`config.mk`:
```
export PLATFORM = sky130hd
export DESIGN_NAME = nmk_oki_rom_fetch
export DESIGN_NICKNAME = d
export VERILOG_FILES = /design/src/rtl/nmk_oki_rom_fetch.sv
export SDC_FILE = /design/constraint.sdc
export NUM_CORES = 1
export LEC_CHECK = 0
export ABC_AREA = 1
export BUFFER_PORTS_ARGS = -buffer_cell sky130_fd_sc_hd__buf_2
export CAP_MARGIN = 20
export CORE_AREA = 2 2 124 126
export DETAILED_ROUTE_END_ITERATION = 6
export DIE_AREA = 0 0 126 128
export PLACE_DENSITY = 0.81
export SETUP_SLACK_MARGIN = 0.02
export SYNTH_ARGS = -nofsm -noshare
export SYNTH_HDL_FRONTEND = slang
export SYNTH_SLANG_ARGS = --single-unit
```
`constraint.sdc`:
```
create_clock -name CLK -period 3.7 [get_ports CLK]
set_input_delay 0.37 -clock CLK [delete_from_list [all_inputs] [get_ports CLK]]
set_output_delay 0.37 -clock CLK [all_outputs]
set_load 0.02 [all_outputs]
```
`src/rtl/nmk_oki_rom_fetch.sv`:
```
`default_nettype none
// ============================================================================
// Module   : nmk_oki_rom_fetch
// Brief    : Two-channel OKI sample-ROM byte fetcher. Edge-detects per-channel
//            byte requests, arbitrates round-robin onto one external ROM port
//            and keeps a one-entry last-byte cache per channel.
// Revision : 1.0 - initial release
// ============================================================================
module nmk_oki_rom_fetch #(
  parameter logic [21:0] ROM_OFFSET = 22'h000000,
  parameter int          HIT_EN     = 1
) (
  input  logic        CLK,
  input  logic        RST,
  input  logic        OKI1_REQ,
  input  logic [17:0] OKI1_A,
  input  logic [5:0]  OKI1_BANK,
  output logic        OKI1_ACK,
  output logic [7:0]  OKI1_DATA,
  input  logic        OKI2_REQ,
  input  logic [17:0] OKI2_A,
  input  logic [5:0]  OKI2_BANK,
  output logic        OKI2_ACK,
  output logic [7:0]  OKI2_DATA,
  output logic        ROM_REQ,
  output logic [21:0] ROM_ADDR,
  input  logic        ROM_ACK,
  input  logic [7:0]  ROM_DATA
);

  typedef enum logic [1:0] {
    S_IDLE  = 2'd0,
    S_ISSUE = 2'd1,
    S_WAIT  = 2'd2
  } state_t;

  state_t      r_state;
  state_t      w_state_nxt;

  // Index 0 is OKI1, index 1 is OKI2 throughout.
  logic [1:0]  w_req;
  logic [1:0]  w_rise;
  logic [1:0]  w_load;
  logic [1:0]  w_done;
  logic [21:0] w_addr_new [2];
  logic        w_pick;
  logic        w_hit;
  logic        w_unused;

  logic [1:0]  r_prev;
  logic [1:0]  r_pend;
  logic [1:0]  r_ack;
  logic [1:0]  r_cv;
  logic [21:0] r_addr [2];
  logic [21:0] r_ca [2];
  logic [7:0]  r_cd [2];
  logic [7:0]  r_data [2];
  logic        r_sel;
  logic        r_last;
  logic        r_rom_req;
  logic [21:0] r_rom_addr;

  assign w_req  = {OKI2_REQ, OKI1_REQ};
  assign w_rise = w_req & ~r_prev;
  // A rising edge only latches on a channel that is not already pending.
  assign w_load = w_rise & ~r_pend;

  // The sample address is {bank, A[15:0]}; the 22-bit sum drops any carry.
  assign w_addr_new[0] = {OKI1_BANK, OKI1_A[15:0]} + ROM_OFFSET;
  assign w_addr_new[1] = {OKI2_BANK, OKI2_A[15:0]} + ROM_OFFSET;

  // The top two sample address bits are superseded by the bank value.
  assign w_unused = ^{OKI1_A[17:16], OKI2_A[17:16]};

  assign w_hit = (HIT_EN != 0) && r_cv[r_sel] && (r_ca[r_sel] == r_addr[r_sel]);

  assign OKI1_ACK  = r_ack[0];
  assign OKI2_ACK  = r_ack[1];
  assign OKI1_DATA = r_data[0];
  assign OKI2_DATA = r_data[1];
  assign ROM_REQ   = r_rom_req;
  assign ROM_ADDR  = r_rom_addr;

  // Arbiter state register.
  always_ff @(posedge CLK) begin
    if (RST) begin
      r_state <= S_IDLE;
    end else begin
      r_state <= w_state_nxt;
    end
  end

  // Arbiter next state, channel pick and per-channel completion strobe.
  always_comb begin
    w_state_nxt = r_state;
    w_pick      = r_sel;
    w_done      = 2'b00;
    case (r_state)
      S_IDLE: begin
        if (r_pend != 2'b00) begin
          w_state_nxt = S_ISSUE;
          if (r_pend == 2'b11) begin
            w_pick = ~r_last;
          end else begin
            w_pick = r_pend[1];
          end
        end
      end
      S_ISSUE: begin
        if (w_hit) begin
          w_state_nxt   = S_IDLE;
          w_done[r_sel] = 1'b1;
        end else begin
          w_state_nxt = S_WAIT;
        end
      end
      S_WAIT: begin
        if (ROM_ACK) begin
          w_state_nxt   = S_IDLE;
          w_done[r_sel] = 1'b1;
        end
      end
      default: begin
        w_state_nxt = S_IDLE;
      end
    endcase
  end

  // Request capture, ROM handshake, cache and result registers.
  always_ff @(posedge CLK) begin
    if (RST) begin
      r_prev     <= 2'b00;
      r_pend     <= 2'b00;
      r_ack      <= 2'b00;
      r_cv       <= 2'b00;
      r_addr[0]  <= '0;
      r_addr[1]  <= '0;
      r_ca[0]    <= '0;
      r_ca[1]    <= '0;
      r_cd[0]    <= '0;
      r_cd[1]    <= '0;
      r_data[0]  <= '0;
      r_data[1]  <= '0;
      r_sel      <= 1'b0;
      r_last     <= 1'b1;
      r_rom_req  <= 1'b0;
      r_rom_addr <= '0;
    end else begin
      r_prev <= w_req;
      r_ack  <= w_done;
      r_pend <= (r_pend & ~w_done) | w_load;
      if (w_load[0]) begin
        r_addr[0] <= w_addr_new[0];
      end
      if (w_load[1]) begin
        r_addr[1] <= w_addr_new[1];
      end
      if ((r_state == S_IDLE) && (r_pend != 2'b00)) begin
        r_sel  <= w_pick;
        r_last <= w_pick;
      end
      if (r_state == S_ISSUE) begin
        if (w_hit) begin
          r_data[r_sel] <= r_cd[r_sel];
        end else begin
          r_rom_req  <= 1'b1;
          r_rom_addr <= r_addr[r_sel];
        end
      end
      if ((r_state == S_WAIT) && ROM_ACK) begin
        r_data[r_sel] <= ROM_DATA;
        r_cv[r_sel]   <= 1'b1;
        r_ca[r_sel]   <= r_addr[r_sel];
        r_cd[r_sel]   <= ROM_DATA;
        r_rom_req     <= 1'b0;
      end
    end
  end

endmodule
`default_nettype wire
```
Word-level counts from Yosys, hierarchy flattened
Memories as Yosys holds them, arrays and structs flattened. A register that Yosys moved wholly into a read port is not among the register bits.
Index checks and enable logic that the tools add are counted.
{"block": "classes", "order_cmp": 2, "n_eq_ne": 6, "mux": 47, "bitwise": 13, "reduce_logical": 12}
{"operator": "2-to-1 mux 22 bit", "count": 3}
{"operator": "2-to-1 mux 1 bit", "count": 33}
{"operator": "2-to-1 mux 8 bit", "count": 3}
{"operator": "equality test 22 bit", "count": 1}
{"operator": "OR reduction 22 bit", "count": 1}
{"operator": "OR reduction 8 bit", "count": 2}
{"operator": "2-to-1 mux 2 bit", "count": 5}
{"operator": "AND 2 bit", "count": 3}
{"operator": "NOT 2 bit", "count": 3}
{"operator": "case mux 2 bit (3 select lines)", "count": 1}
{"operator": "equality test 2 bit, second input constant", "count": 2}
{"operator": "logical AND 1 bit", "count": 4}
{"operator": "inequality test 2 bit, second input constant", "count": 2}
{"operator": "OR 2 bit", "count": 2}
{"operator": "case mux 2 bit (2 select lines)", "count": 1}
{"operator": "AND reduction 2 bit", "count": 2}
{"operator": "OR 1 bit", "count": 3}
{"operator": "equality test 2 x 1 -> 1 bit, second input constant", "count": 1}
{"operator": "zero test 2 bit", "count": 1}
{"operator": "< comparator 1 x 2 -> 1 bit, second input constant", "count": 1}
{"operator": "NOT 1 bit", "count": 2}
{"operator": "nonzero test 2 bit", "count": 1}
{"operator": "OR reduction 2 bit", "count": 1}
{"operator": "demux 1 bit (select 1 bit)", "count": 1}
{"operator": "greater-or-equal comparator 1 bit, second input constant", "count": 1}
{"block": "totals", "register_bits": 35, "ramBits": 120, "input_bits": 61, "out_inout_bits": 41, "word_cells": 93, "memories": 4}
{"memory": "r_addr", "words": 2, "width": 22, "rd": 1, "rd_clocked_by_memory_dff": 1, "wr": 2, "line": "54", "rtl": "logic [21:0] r_addr [2];"}
{"memory": "r_ca", "words": 2, "width": 22, "rd": 1, "rd_clocked_by_memory_dff": 1, "wr": 2, "line": "55", "rtl": "logic [21:0] r_ca [2];"}
{"memory": "r_cd", "words": 2, "width": 8, "rd": 1, "rd_clocked_by_memory_dff": 1, "wr": 2, "line": "56", "rtl": "logic [7:0] r_cd [2];"}
{"memory": "r_data", "words": 2, "width": 8, "rd": 2, "rd_clocked_by_memory_dff": 0, "wr": 2, "line": "57", "rtl": "logic [7:0] r_data [2];"}

Logic depth before layout (Yosys ltp)
Gate-level depths: netlist of run 1.
{"block": "depth", "depth_word": 10, "ltp_mapped": 17, "ltp_nobuf": 14}

Worst setup path before layout of run 1
No wires, ideal clock.
{"block": "synth_timing", "path_kind": "register to register", "start": "register r_state[0]", "end": "memory r_ca[1][0] (enable)", "setup_time_ns": 0.465, "arrival_time_ns": 1.744, "required_ns": 3.235, "setup_slack_ns": 1.491, "stages_incl_launch_ff": 8, "path_buffers": 1, "synth_period_minus_slack_ns": 2.209, "path_cell_list": "dfxtp_1 -> inv_1 -> ha_1 -> nand2_1 -> nor2_1 -> nand2_1 -> clkbuf_1 -> nand2_1"}
{"element": "from (decl)", "line": "37", "rtl": "state_t r_state;"}
{"element": "from (signal assigned)", "line": "89", "rtl": "r_state <= w_state_nxt;"}
{"element": "to (decl)", "line": "55"}

==> reports/results.txt, run 1 <==
Root Buffer = clkbuf_16
CTS tree = built
Resized cells post-CTS = 0
Detailed-route DRC error count = 0
#FFs+latches synth = 156
Post-Syn Area = 7348 um^2
PortBufs = 97
# clock sinks = 156
Post-route clock period utilization = 85.16%
CP max stage cell = inv_2
WP data arrival = 3240 ps
Sequential share of the synthesized area = 58.85%
Type of the tightest min-delay check = in -> reg
Post-synth top area share = 49.04%
Status = finished, final reports clean
Hold buffers post-CTS = 0
Multi-input logic area = 2276 um^2
H-tree depth = 4
Post-CTS Setup Bufs = 0
First-pass GRT wire length = 26.78 mm
Vias = 5,828
Final ANT Viol Nets = 0
Area of the core = 14,860 um^2
Mux contribution to synthesized area = 0%
Slew headroom = 36.26%
VDD IR max = 0.2813 mV
# fillers = 1,323
CP dominant cell by count = nand2_1
Area after DPL = 7965 um^2
Syn Nets = 972
Endpoints failing setup = 0
Post-synth top flop = edfxtp_1
Pwr Density = 553.1 nW/um^2
Yosys warnings = 0
Worst setup margin = 549.1 ps
WL/cell = 13.64 um
Fin Hold WS = 140.1 ps
Worst path cell trace = inv_2, nand2_1, nand2_1, inv_1, nand2_1, nand2_1, nor2_1, nand2_1, nor2_1, nand4_1, a21oi_2, nand2_2, nand2_1
Library cells used by synthesis = 20
Setup TNS = 0 ps
Yosys top cell by area = edfxtp_1
Die area = 16,130 um^2
Top cells by area, synth = edfxtp_1, nand2_1, dfxtp_1
Fmax = 317.4 MHz
RSZ-0062 raised after global routing = no
CP Max Fanout = 47
Floorplan row count = 45
Nature of the critical path endpoint = flip-flop
Setup crit start kind = flip-flop
Async SR Flop Fraction = 0%
Max-cap violations = 0
DRT Pass-1 Iters = 5
Synth top cells by count = nand2_1, nor2_1, inv_1
Num CTS Buffers = 17
Worst skew pair latency = 430 ps
Area growth from synthesis to layout = 16.58%
Leakage Power = 4.194 nW
Final WL = 16.36 mm
Clock buffer depth = 2
Adder-cell share of the synthesized area = 0.5108%
Placed Cells = 1,167
FF/Latch Area = 4325 um^2
CP peak stage delay = 580 ps
Vias in the first global route = 5,656
Max-slew violation count = 0
Clk slew on worst S/H paths = 70 ps
Post-Synthesis Cells = 908
Final instance area = 8567 um^2
Layout cell share with drive strength beyond 1 = 14.74%
Worst slack, placed = 638.5 ps
Post-Syn Area per Cell = 8.093 um^2
DRT iter0 DRCs = 459
Kind of critical path = reg -> reg
Initial Util = 49.44%
Count leader, synth = nand2_1
Post-DP HPWL = 10.90 mm
Clock Skew = 13.09 ps
WP data required = 3790 ps
Minimum clock period = 3151 ps
Post-Synth XOR/XNOR Area = 0%
I/O Pins = 102
Final std cells w/o fill = 1,199
Synth Area in Compound Gates = 4.393%
Routability-driven placement congestion ratio = 0.8018
Largest family of logic cells by synthesized area = simple AND/OR/NAND/NOR gates
Chip width = 126 um
Final-report hold violation count = 0
Largest net degree at the start of global routing = 89
Worst-Margin Slew = 955.1 ps
Post-synthesis simple-gate area fraction = 26.02%
Initial antenna violation count = 0
EDFF count, synth = 120
Nets = 1,062
Total global routing overflow = 0
Antenna Diode Count = 0
DR vias/cell = 4.861
Tot GR Track Use = 21.11%
Die H = 128 um
==> area by class of cell <==
| type | count | area share (%) |
|---|---|---|
| inverter | 144 | 6.309 |
| timing repair buffer | 109 | 6.864 |
| clock buffer | 17 | 4.966 |
| tap | 188 | 2.746 |
| sequential | 156 | 50.49 |
| clock inverter | 15 | 2.059 |
| multi-input combinational | 570 | 26.57 |
==> worst max-delay path: cells and delay by family (launching register included) <==
| family | cells | cell delay (ps) |
|---|---|---|
| and+or+nand+nor | 10 | 1520 |
| buffers and inverters | 2 | 680 |
| DFF | 1 | 340 |
| AOI/OAI and AO/OA | 1 | 230 |
==> where the power goes <==
group | internal [W] | leakage (nW) | total [W] | switching (W)
clock | 0.00102 | 0.289 | 0.00176 | 0.000744
sequential | 0.00205 | 1.55 | 0.00213 | 0.0000734
combinational | 0.000259 | 2.35 | 0.000851 | 0.000592
==> registers in the layout, summed over array words and instances (netlist names), named ones only <==
register	count
r_addr	44
r_sel	1
r_ack	2
r_pend	2
r_last	1
ROM_ADDR	22
r_cv	2
ROM_REQ	1
r_data	16
r_prev	2
r_ca	44
r_state	2
r_cd	16
==> worst paths after layout <==
check | startpoint | endpoint | slack [ps] | cells past startpoint
setup reg to reg | flip-flop | r_data[0][7]$_SDFFCE_PN0P_ | 550 | 13
hold / removal | ROM_ACK | ROM_REQ$_SDFFE_PP0P_ | 140 | 2
setup / recovery | flip-flop | r_data[0][7]$_SDFFCE_PN0P_ | 550 | 13
hold reg to reg | r_cv[1]$_SDFFE_PP0P_ | r_cv[1]$_SDFFE_PP0P_ | 460 | 2
==> layer usage <==
metal / up-vias / global-route usage (%) / part of all wire, %
met5: - / 0 / 0
li1: 2949 / - / -
met1: 2612 / 28.39 / 44
met2: 242 / 34.12 / 47
met4: 0 / 8.080 / 1.7
met3: 25 / 4.174 / 7.5
==> stage by stage <==
step,power (W),utilization (%)
finish,0.004739,57.63
global route,0.004968,57.63
CTS,0.004754,57.63
detailed placement,0.003001,53.59
global placement,0.002965,53.59
floorplan,0.002756,-
==> cell families (layout without fill, tap and decap cells) <==
kind of cell	count (synthesis)	after routing
AO/OA/AOI/OAI	63	63
flip-flops	156	156
buffers and inverters	182	285
adder cells (fa/ha/maj)	3	3
AND/OR/NAND/NOR	504	504
==> cells in the final DEF (no fill, tap or decap), types with 2 or more instances in the layout <==
cell type / netlist / layout
nand2_1: 305 / 305
nor2_1: 187 / 187
inv_1: 142 / 142
edfxtp_1: 120 / 120
buf_2: 10 / 97
o21ai_0: 46 / 46
dfxtp_1: 36 / 35
clkbuf_16: 0 / 17
buf_4: 7 / 11
o21ai_1: 8 / 7
a21oi_1: 7 / 7
nand3_1: 6 / 6
inv_6: 0 / 5
clkinv_4: 0 / 4
nand2_2: 3 / 3
ha_1: 3 / 3
nor3_1: 2 / 2
inv_2: 2 / 2
bufinv_16: 0 / 2
clkinvlp_4: 0 / 2
inv_8: 0 / 2
Power figures use the tool's default switching activity.
==> run 2, diff against run 1 <==
--- a/config.mk
+++ b/config.mk
@@ -11,7 +11,7 @@
 export CORE_AREA = 2 2 124 126
 export DETAILED_ROUTE_END_ITERATION = 6
 export DIE_AREA = 0 0 126 128
-export PLACE_DENSITY = 0.81
+export PLACE_DENSITY = 0.76
 export SETUP_SLACK_MARGIN = 0.02
 export SYNTH_ARGS = -nofsm -noshare
 export SYNTH_HDL_FRONTEND = slang
==> reports/results.txt, run 2 (same netlist as run 1, synthesis figures left out) <==
Resized cells post-CTS = 0 (unchanged)
Commonest non-fill, non-tap cell in the layout = nand2_1
Vias in the first global route = 5,332 (-5.7%)
Worst skew pair latency = 430 ps (about the same)
Fmax = 326.5 MHz (+2.9%)
Hold depth = 2 (unchanged)
Root Buffer = clkbuf_16
DR vias/cell = 4.744 (-2.4%)
Floorplan row count = 45 (unchanged)
Slew headroom = 41.65% (+5.4 points)
Area of the core = 14,860 um^2 (unchanged)
Clk slew on worst S/H paths = 60 ps (about the same)
Area growth from synthesis to layout = 16.26%
WP data arrival = 3150 ps (-90 ps)
Die H = 128 um (unchanged)
Initial antenna violation count = 0 (unchanged)
Leakage Power = 4.184 nW (-0.25%)
Nets = 1,062 (unchanged)
DRT Pass-1 Iters = 5 (unchanged)
Endpoints failing setup = 0 (unchanged)
Initial Util = 49.44% (unchanged)
Tot GR Track Use = 20.27% (-0.85 points)
Final ANT Viol Nets = 0 (unchanged)
Detailed-route DRC error count = 0 (unchanged)
Clk pwr share = 36.4% (-0.7 points)
PortBufs = 97 (unchanged)
Final WL = 15.35 mm (-6.2%)
Max-slew violation count = 0 (unchanged)
Final-report hold violation count = 0 (unchanged)
H-tree depth = 4 (unchanged)
Type of the tightest min-delay check = in -> reg
Worst setup margin = 636.9 ps (+87.84 ps)
Total global routing overflow = 0 (unchanged)
Comb pwr share = 18.0% (about the same)
I/O Pins = 102 (unchanged)
Post-DP HPWL = 10.39 mm (-4.6%)
Placed Cells = 1,167 (unchanged)
VDD IR max = 0.3186 mV (+13%)
Commonest cells after routing, fill and taps aside = nand2_1, nor2_1, inv_1
Status = finished, final reports clean
Kind of critical path = reg -> reg
CP Max Fanout = 44 (-6.4%)
Pwr Density = 544.8 nW/um^2 (-1.5%)
Worst-Margin Slew = 874.3 ps (-80.77 ps)
Clock Skew = 8.036 ps (-5.058 ps)
Fraction of power consumed by sequential logic = 45.6% (+0.7 points)
Num CTS Buffers = 17 (unchanged)
Sw Pwr = 0.001394 W (-1.2%)
First-pass GRT wire length = 25.58 mm (-4.5%)
Nature of the critical path endpoint = flip-flop
Die area = 16,130 um^2 (unchanged)
Switch share = 29.94% (+0.19 points)
WP data required = 3790 ps (about the same)
Chip width = 126 um (unchanged)
Clock buffer depth = 2 (unchanged)
RSZ-0062 raised after global routing = no
Hold buffers post-CTS = 0 (unchanged)
Layout cell share with drive strength beyond 1 = 14.64% (-0.099 points)
Final std cells w/o fill = 1,199 (unchanged)
Post-CTS Setup Bufs = 0 (unchanged)
Vias = 5,688 (-2.4%)
Area after DPL = 7965 um^2 (unchanged)
Max-cap violations = 0 (unchanged)
DRT iter0 DRCs = 492 (+7.2%)
Worst slack, placed = 687.9 ps (+49.45 ps)
Minimum clock period = 3063 ps (-87.84 ps)
Final instance area = 8543 um^2 (-0.28%)
Largest net degree at the start of global routing = 89 (unchanged)
Antenna Diode Count = 0 (unchanged)
R2R depth = 13 (unchanged)
# clock sinks = 156 (unchanged)
Routability-driven placement congestion ratio = 0.7829 (-2.4%)
Fin Hold WS = 142.9 ps (+2.765 ps)
Cell internal pwr = 0.003261 W (-2.0%)
Post-route clock period utilization = 82.79% (-2.4 points)
Setup crit start kind = flip-flop
CTS tree = built
Setup TNS = 0 ps (unchanged)
WL/cell = 12.80 um (-6.2%)
run 2: cell types whose count changed in the layout (fill, tap and decap cells not counted):
cell and delta:
bufinv_16 -1, clkinv_1 +1, clkinv_4 -1, inv_8 +1
run 2: per-stage QoR:
stage | utilization, % | total power [W]
6_report | 57.47 | 0.004655
5_1_grt | 57.47 | 0.004901
4_1_cts | 57.47 | 0.004678
3_5_place_dp | 53.59 | 0.002995
3_3_place_gp | 53.59 | 0.002971
2_1_floorplan | - | 0.002756
run 2: layout make-up:
cell class / instances / area [um^2]
Clock buffer: 17 / 425.4
Clock inverter: 15 / 152.6
Fill cell: 1335 / 6321
Inverter: 144 / 540.5
Multi-Input combinational cell: 570 / 2276
Sequential cell: 156 / 4325
Tap cell: 188 / 235.2
Timing Repair Buffer: 109 / 588.1
run 2: power by group through the flow:
stage               clock network [W]  registers, W  logic [W]
CTS                           0.00171       0.00213   0.000838
global route                  0.00181       0.00214   0.000953
floorplan                           0       0.00222   0.000540
detailed placement                  0       0.00216   0.000832
finish                        0.00169       0.00212   0.000836
global placement                    0       0.00215   0.000817
run 2: path summary, 6_finish.rpt:
path,endpoint,start,slack (ps)
worst max-delay path,r_data[0][7]$_SDFFCE_PN0P_,flip-flop,640
worst min register to register,r_cv[1]$_SDFFE_PP0P_,r_cv[1]$_SDFFE_PP0P_,450
worst max register to register,r_data[0][7]$_SDFFCE_PN0P_,flip-flop,640
worst min-delay path,ROM_REQ$_SDFFE_PP0P_,ROM_ACK,140
run 2: layer usage:
layer | vias to the layer above | wire length [um] | track usage [%]
met5 | - | 0 | 0
met1 | 2506 | 7349 | 29.07
met2 | 219 | 6639 | 30.23
met3 | 19 | 1103 | 4.424
met4 | 0 | 254 | 8.080
li1 | 2944 | - | -
run 2: critical path: stages (launching register included):
cell and delay [ps]:
dfxtp_2 340, inv_2 560, nand2_1 120, nand2_1 180, inv_1 100, nand2_1 80
nand2_1 50, nor2_1 100, nand2_1 80, nor2_1 190, nand4_1 180, a21oi_2 230
nand2_2 160, nand2_1 340
